<file path="src/rtl/ysyx_23060184_lsu.sv">
// Load/store unit: one outstanding access, request/grant/response memory port,
// byte-lane alignment of store data and sign/zero extension of load data.
module ysyx_23060184_lsu #(
    parameter int DATA_W = 32,
    parameter int ADDR_W = 32
) (
    input  logic                  clk,
    input  logic                  rst,

    input  logic                  req_valid,
    output logic                  req_ready,
    input  logic [ADDR_W-1:0]     req_addr,
    input  logic                  req_we,
    input  logic [1:0]            req_size,
    input  logic                  req_unsigned,
    input  logic [DATA_W-1:0]     req_wdata,

    output logic                  rsp_valid,
    input  logic                  rsp_ready,
    output logic [DATA_W-1:0]     rsp_rdata,
    output logic                  rsp_err,

    output logic                  mem_req,
    input  logic                  mem_gnt,
    output logic [ADDR_W-1:0]     mem_addr,
    output logic                  mem_we,
    output logic [DATA_W/8-1:0]   mem_wstrb,
    output logic [DATA_W-1:0]     mem_wdata,
    input  logic                  mem_rvalid,
    input  logic [DATA_W-1:0]     mem_rdata
);

    localparam int STRB_W = DATA_W / 8;
    localparam int OFF_W  = $clog2(STRB_W);

    // state  | meaning
    // S_IDLE | ready for a new request
    // S_REQ  | memory request asserted, waiting for grant
    // S_WAIT | load granted, waiting for read data
    // S_RESP | response presented until consumed
    typedef enum logic [1:0] {
        S_IDLE = 2'd0,
        S_REQ  = 2'd1,
        S_WAIT = 2'd2,
        S_RESP = 2'd3
    } state_e;

    state_e              state_q, state_d;
    logic [ADDR_W-1:0]   addr_q, addr_d;
    logic                we_q, we_d;
    logic [1:0]          size_q, size_d;
    logic                uns_q, uns_d;
    logic [DATA_W-1:0]   wdata_q, wdata_d;
    logic [STRB_W-1:0]   wstrb_q, wstrb_d;
    logic [DATA_W-1:0]   rdata_q, rdata_d;
    logic                err_q, err_d;

    logic [OFF_W-1:0]    req_off;
    logic                req_misaligned;
    logic                req_illegal;
    logic [STRB_W-1:0]   strb_base;
    logic [STRB_W-1:0]   req_strb;
    logic [DATA_W-1:0]   req_wdata_sh;

    logic [OFF_W-1:0]    rd_off;
    logic [DATA_W-1:0]   rd_sh;
    logic [DATA_W-1:0]   load_data;

    assign req_off = req_addr[OFF_W-1:0];

    always_comb begin
        req_misaligned = 1'b0;
        strb_base      = '0;
        case (req_size)
            2'd0: begin
                req_misaligned = 1'b0;
                strb_base      = STRB_W'(1);
            end
            2'd1: begin
                req_misaligned = req_addr[0];
                strb_base      = STRB_W'(3);
            end
            2'd2: begin
                req_misaligned = |req_addr[1:0];
                strb_base      = STRB_W'(15);
            end
            default: begin
                req_misaligned = |req_addr[2:0];
                strb_base      = '1;
            end
        endcase
    end

    // A dword on a 32-bit bus cannot be expressed in one beat.
    assign req_illegal  = req_misaligned || ((req_size == 2'd3) && (DATA_W == 32));
    assign req_strb     = strb_base << req_off;
    assign req_wdata_sh = req_wdata << {req_off, 3'b000};

    assign rd_off = addr_q[OFF_W-1:0];
    assign rd_sh  = mem_rdata >> {rd_off, 3'b000};

    // Signed size-casts sign-extend; dword loads pass through untouched.
    always_comb begin
        load_data = rd_sh;
        case (size_q)
            2'd0: load_data = uns_q ? DATA_W'(rd_sh[7:0])  : DATA_W'($signed(rd_sh[7:0]));
            2'd1: load_data = uns_q ? DATA_W'(rd_sh[15:0]) : DATA_W'($signed(rd_sh[15:0]));
            2'd2: load_data = uns_q ? DATA_W'(rd_sh[31:0]) : DATA_W'($signed(rd_sh[31:0]));
            default: load_data = rd_sh;
        endcase
    end

    always_comb begin
        state_d = state_q;
        addr_d  = addr_q;
        we_d    = we_q;
        size_d  = size_q;
        uns_d   = uns_q;
        wdata_d = wdata_q;
        wstrb_d = wstrb_q;
        rdata_d = rdata_q;
        err_d   = err_q;

        case (state_q)
            S_IDLE: begin
                if (req_valid) begin
                    addr_d  = req_addr;
                    we_d    = req_we;
                    size_d  = req_size;
                    uns_d   = req_unsigned;
                    wdata_d = req_wdata_sh;
                    wstrb_d = req_we ? req_strb : '0;
                    rdata_d = '0;
                    err_d   = req_illegal;
                    state_d = req_illegal ? S_RESP : S_REQ;
                end
            end
            S_REQ: begin
                if (mem_gnt) begin
                    state_d = we_q ? S_RESP : S_WAIT;
                end
            end
            S_WAIT: begin
                if (mem_rvalid) begin
                    rdata_d = load_data;
                    state_d = S_RESP;
                end
            end
            S_RESP: begin
                if (rsp_ready) begin
                    state_d = S_IDLE;
                end
            end
            default: state_d = S_IDLE;
        endcase
    end

    always_ff @(posedge clk or posedge rst) begin
        if (rst) begin
            state_q <= S_IDLE;
            addr_q  <= '0;
            we_q    <= 1'b0;
            size_q  <= 2'd0;
            uns_q   <= 1'b0;
            wdata_q <= '0;
            wstrb_q <= '0;
            rdata_q <= '0;
            err_q   <= 1'b0;
        end else begin
            state_q <= state_d;
            addr_q  <= addr_d;
            we_q    <= we_d;
            size_q  <= size_d;
            uns_q   <= uns_d;
            wdata_q <= wdata_d;
            wstrb_q <= wstrb_d;
            rdata_q <= rdata_d;
            err_q   <= err_d;
        end
    end

    assign req_ready = (state_q == S_IDLE);
    assign mem_req   = (state_q == S_REQ);
    assign rsp_valid = (state_q == S_RESP);
    assign rsp_err   = err_q;
    assign rsp_rdata = rdata_q;
    assign mem_addr  = {addr_q[ADDR_W-1:OFF_W], {OFF_W{1'b0}}};
    assign mem_we    = we_q;
    assign mem_wstrb = wstrb_q;
    assign mem_wdata = wdata_q;

endmodule
</file>
<file path="config.mk">
export PLATFORM = sky130hd
export DESIGN_NAME = ysyx_23060184_lsu
export DESIGN_NICKNAME = d
export VERILOG_FILES = /design/src/rtl/ysyx_23060184_lsu.sv
export SDC_FILE = /design/constraint.sdc
export NUM_CORES = 1
export LEC_CHECK = 0
export ABC_AREA = 0
export BUFFER_PORTS_ARGS = -buffer_cell sky130_fd_sc_hd__buf_2
export CAP_MARGIN = 20
export CORE_ASPECT_RATIO = 2
export CORE_MARGIN = 5
export CORE_UTILIZATION = 45
export CTS_CLUSTER_SIZE = 10
export DETAILED_ROUTE_END_ITERATION = 7
export PLACE_DENSITY = 0.77
export RECOVER_POWER = 50
export SYNTH_ARGS = -nofsm -noshare
export SYNTH_HDL_FRONTEND = slang
export SYNTH_SLANG_ARGS = --single-unit
</file>
<file path="constraint.sdc">
create_clock -name clk -period 6.3 [get_ports clk]
set_input_delay 0.63 -clock clk [delete_from_list [all_inputs] [get_ports clk]]
set_output_delay 0.63 -clock clk [all_outputs]
set_load 0.05 [all_outputs]
</file>
==> out/qor.csv <==
stage,metric,value,unit
run_status,status,finished with violations,
run_status,violated checks,"capacitance limit, slew limit",
place,routability cong.,0.865,
clock_network,setup bufs post-CTS,0,
route,Vias/cell,5.37,
route,DRC viols,0,
die,Core ar.,11600,um^2
route,routed via count,4138,
timing,Worst-Margin Slew,2.39,ns
die,std cell rows,56,
cells_and_area,Fill cells,1075,
clock_network,"Gates resized, CTS repair",0,
clock_network,# H-tree levels,3,
worst_hold_path,worst hold path type,flip-flop to flip-flop,
grt,total track usage,18.7,%
clock_network,CTS tree,yes,
place,post-DP HPWL,10200,um
cells_and_area,share of cells above drive strength 1,22.1,%
place,# port buffers,208,
timing,worst hold slack,0.482,ns
route,Starting DRT DRC Count,174,
worst_setup_path,Critical Path AT,3.22,ns
timing,period utilization,47.6,%
clock_network,Max clock buf depth,2,
die,Die X,86.4,um
pwr,PwrDens,595,nW/um^2
clock_network,clk root buf,clkbuf_16,
worst_setup_path,Critical path buffers and inverters,2,
place,placed cell count,754,
die,Initial Util,45.4,%
cells_and_area,Non-Filler Instances,771,
pwr,VDD IR max,0.000442,V
route,Routed WL,13200,um
timing,unrepaired setup endpoints after global routing,no,
worst_setup_path,Critical Path End Type,flip-flop,
route,DRT antenna net count,0,
timing,Clock Skew,0.00616,ns
grt,largest net degree at the start of global routing,56,
worst_setup_path,slowest CP cell,clkbuf_1,
timing,Slew HR,-59.9,%
clock_network,hold_buf cts,0,
cells_and_area,Area Overhead vs Synth,20.0,%
timing,Hold Fails Final Rpt,0,
worst_setup_path,CP cell instances,inv_1 > ha_1 > nand2_1 > clkbuf_1 > nor3_1 > a22o_1,
worst_setup_path,critical path class,flip-flop to flip-flop,
synthesis,mapped cell area,5250,um^2
die,Top-Level Pins,211,
worst_setup_path,CP required,6.52,ns
timing,final setup fails,0,
synthesis,Mapped Cells,459,
cells_and_area,"commonest cells after routing, fill and taps aside","dfrtp_1, buf_2, clkbuf_1",
clock_network,CTS buffer count,9,
synthesis,register area share after synthesis,51.0,%
grt,initial antenna violation count,1,
timing,Pins Over Slew Limit,99,
worst_setup_path,"delay-heaviest family, CP",buffers and inverters,
grt,first-pass GRT wire length,21100,um
worst_setup_path,reg2reg setup slack,3.30,ns
synthesis,Mean Syn Cell Area,11.4,um^2
route,DR WL/cell,17.1,um
grt,vias in the first global route,4168,
synthesis,Ys Warns,0,
synthesis,#FFs+latches synth,107,
cells_and_area,nets@finish,731,
worst_setup_path,Worst setup SP type,flip-flop,
timing,Fin Setup TNS,0,ns
clock_network,clk slew on worst S/H paths,0.07,ns
route,DRT Pass-1 Iters,4,
clock_network,CTS Sinks,107,
worst_setup_path,Worst path max stage delay,1.20,ns
timing,min cycle time layout,3.00,ns
pwr,Leak Pwr,2.89,nW
run,Max Cap Viol,2,
worst_setup_path,worst-path maximum fanout,42,
clock_network,"Clk Latency, worst-skew pair",0.34,ns
die,Die H,163,um
cells_and_area,"Core Util, Final",54.5,%
die,Die Area,14100,um^2
synthesis,Yosys cell types,41,
grt,total gr overflow,0,
timing,Fmax,334,MHz
==> synthesized netlist by cell type, drive strengths merged <==
cell type / count / share of area (%)
conb: 1 / 0.071
dfrtp: 107 / 51
nor3b: 1 / 0.36
nor2b: 12 / 1.4
a2111oi: 1 / 0.19
and2: 1 / 0.12
buf: 39 / 5.3
a22o: 10 / 1.7
or2: 2 / 0.24
o21a: 2 / 0.29
nand2: 24 / 1.7
o21ai: 30 / 2.9
nand3b: 8 / 1.1
o22a: 1 / 0.17
mux2i: 31 / 5.9
mux4: 1 / 0.43
inv: 5 / 0.36
o2bb2ai: 15 / 2.5
ha: 5 / 1.2
o22ai: 1 / 0.12
o311ai: 1 / 0.17
a211oi: 8 / 1.1
mux2: 52 / 11
nand2b: 2 / 0.24
a31oi: 1 / 0.12
nor2: 20 / 1.4
a221o: 16 / 3.0
nor4: 1 / 0.12
a32o: 1 / 0.21
o211ai: 1 / 0.14
clkbuf: 24 / 1.7
nor3: 2 / 0.29
a21oi: 33 / 3.1
==> worst paths after layout <==
| kind | startpoint | cells after the start | end |
|---|---|---|---|
| max | state_q[0] | 6 | mem_wdata[4] |
| min in group asynchronous | rst | 2 | rsp_rdata[21] |
| max in group asynchronous | rst | 3 | mem_wstrb[1] |
| min reg2reg | mem_wdata[11] | 2 | mem_wdata[11] |
| min | mem_wdata[11] | 2 | mem_wdata[11] |
| max reg2reg | state_q[0] | 6 | mem_wdata[4] |
==> logic make-up (layout without fill, tap and decap cells) <==
kind of cell	count (synthesis)	in the layout	share of synthesized area, %
compound gates	121	121	15.8
flops	107	107	51.0
mux	84	84	17.5
simple gates	73	73	7.08
buf+inv	68	233	7.41
fa+ha+maj	5	5	1.19
other cells	1	3	0.0714
==> worst min-delay path: cells and delay by family (launching register included) <==
family          cells  cell delay [ns]
flops               1             0.34
compound gates      1             0.06
simple gates        1             0.05
==> final cells by class <==
type                    count  area [um^2]  area share, %
inverters                   5         20.0          0.318
well taps                 145          181           2.88
multi-input cells         285         2190           34.8
clock inverters             6         48.8          0.774
diodes                      1         2.50         0.0397
repair buffers            212          941           14.9
clock buffers              10          239           3.79
flip-flops and latches    107         2680           42.5
==> flip-flops by register name (all words and copies together), names as in the netlist <==
| signal | flops |
|---|---|
| mem_wstrb | 4 |
| mem_we | 1 |
| mem_wdata | 32 |
| uns_q | 1 |
| state_q | 2 |
| size_q | 2 |
| rsp_rdata | 32 |
| rsp_err | 1 |
| addr_q | 32 |
==> power by group <==
| part | internal [mW] | total (mW) | leakage (nW) | switching, mW |
|---|---|---|---|---|
| combinational | 0.498 | 2.04 | 1.39 | 1.55 |
| sequential | 0.982 | 1.17 | 1.36 | 0.188 |
| clock | 0.283 | 0.535 | 0.137 | 0.252 |
==> per-layer routing <==
layer  wire (um)  GRT usage, %
met5           0             0
met4         216          6.81
met3        1100          5.01
met2        6060          28.1
met1        5830          25.8
==> per-stage QoR <==
| step | power (mW) | worst slack, ns | instance area (um^2) |
|---|---|---|---|
| 6_report | 3.75 | 3.30 | 6300 |
| 5_1_grt | 3.97 | 2.94 | 6300 |
| 4_1_cts | 3.86 | 3.82 | 6430 |
| 3_5_place_dp | 3.31 | 3.83 | 6140 |
| 3_3_place_gp | 3.27 | 3.91 | 6140 |
| 2_1_floorplan | 2.95 | 2.85 | 5260 |
(Power assumes the default switching activity.)
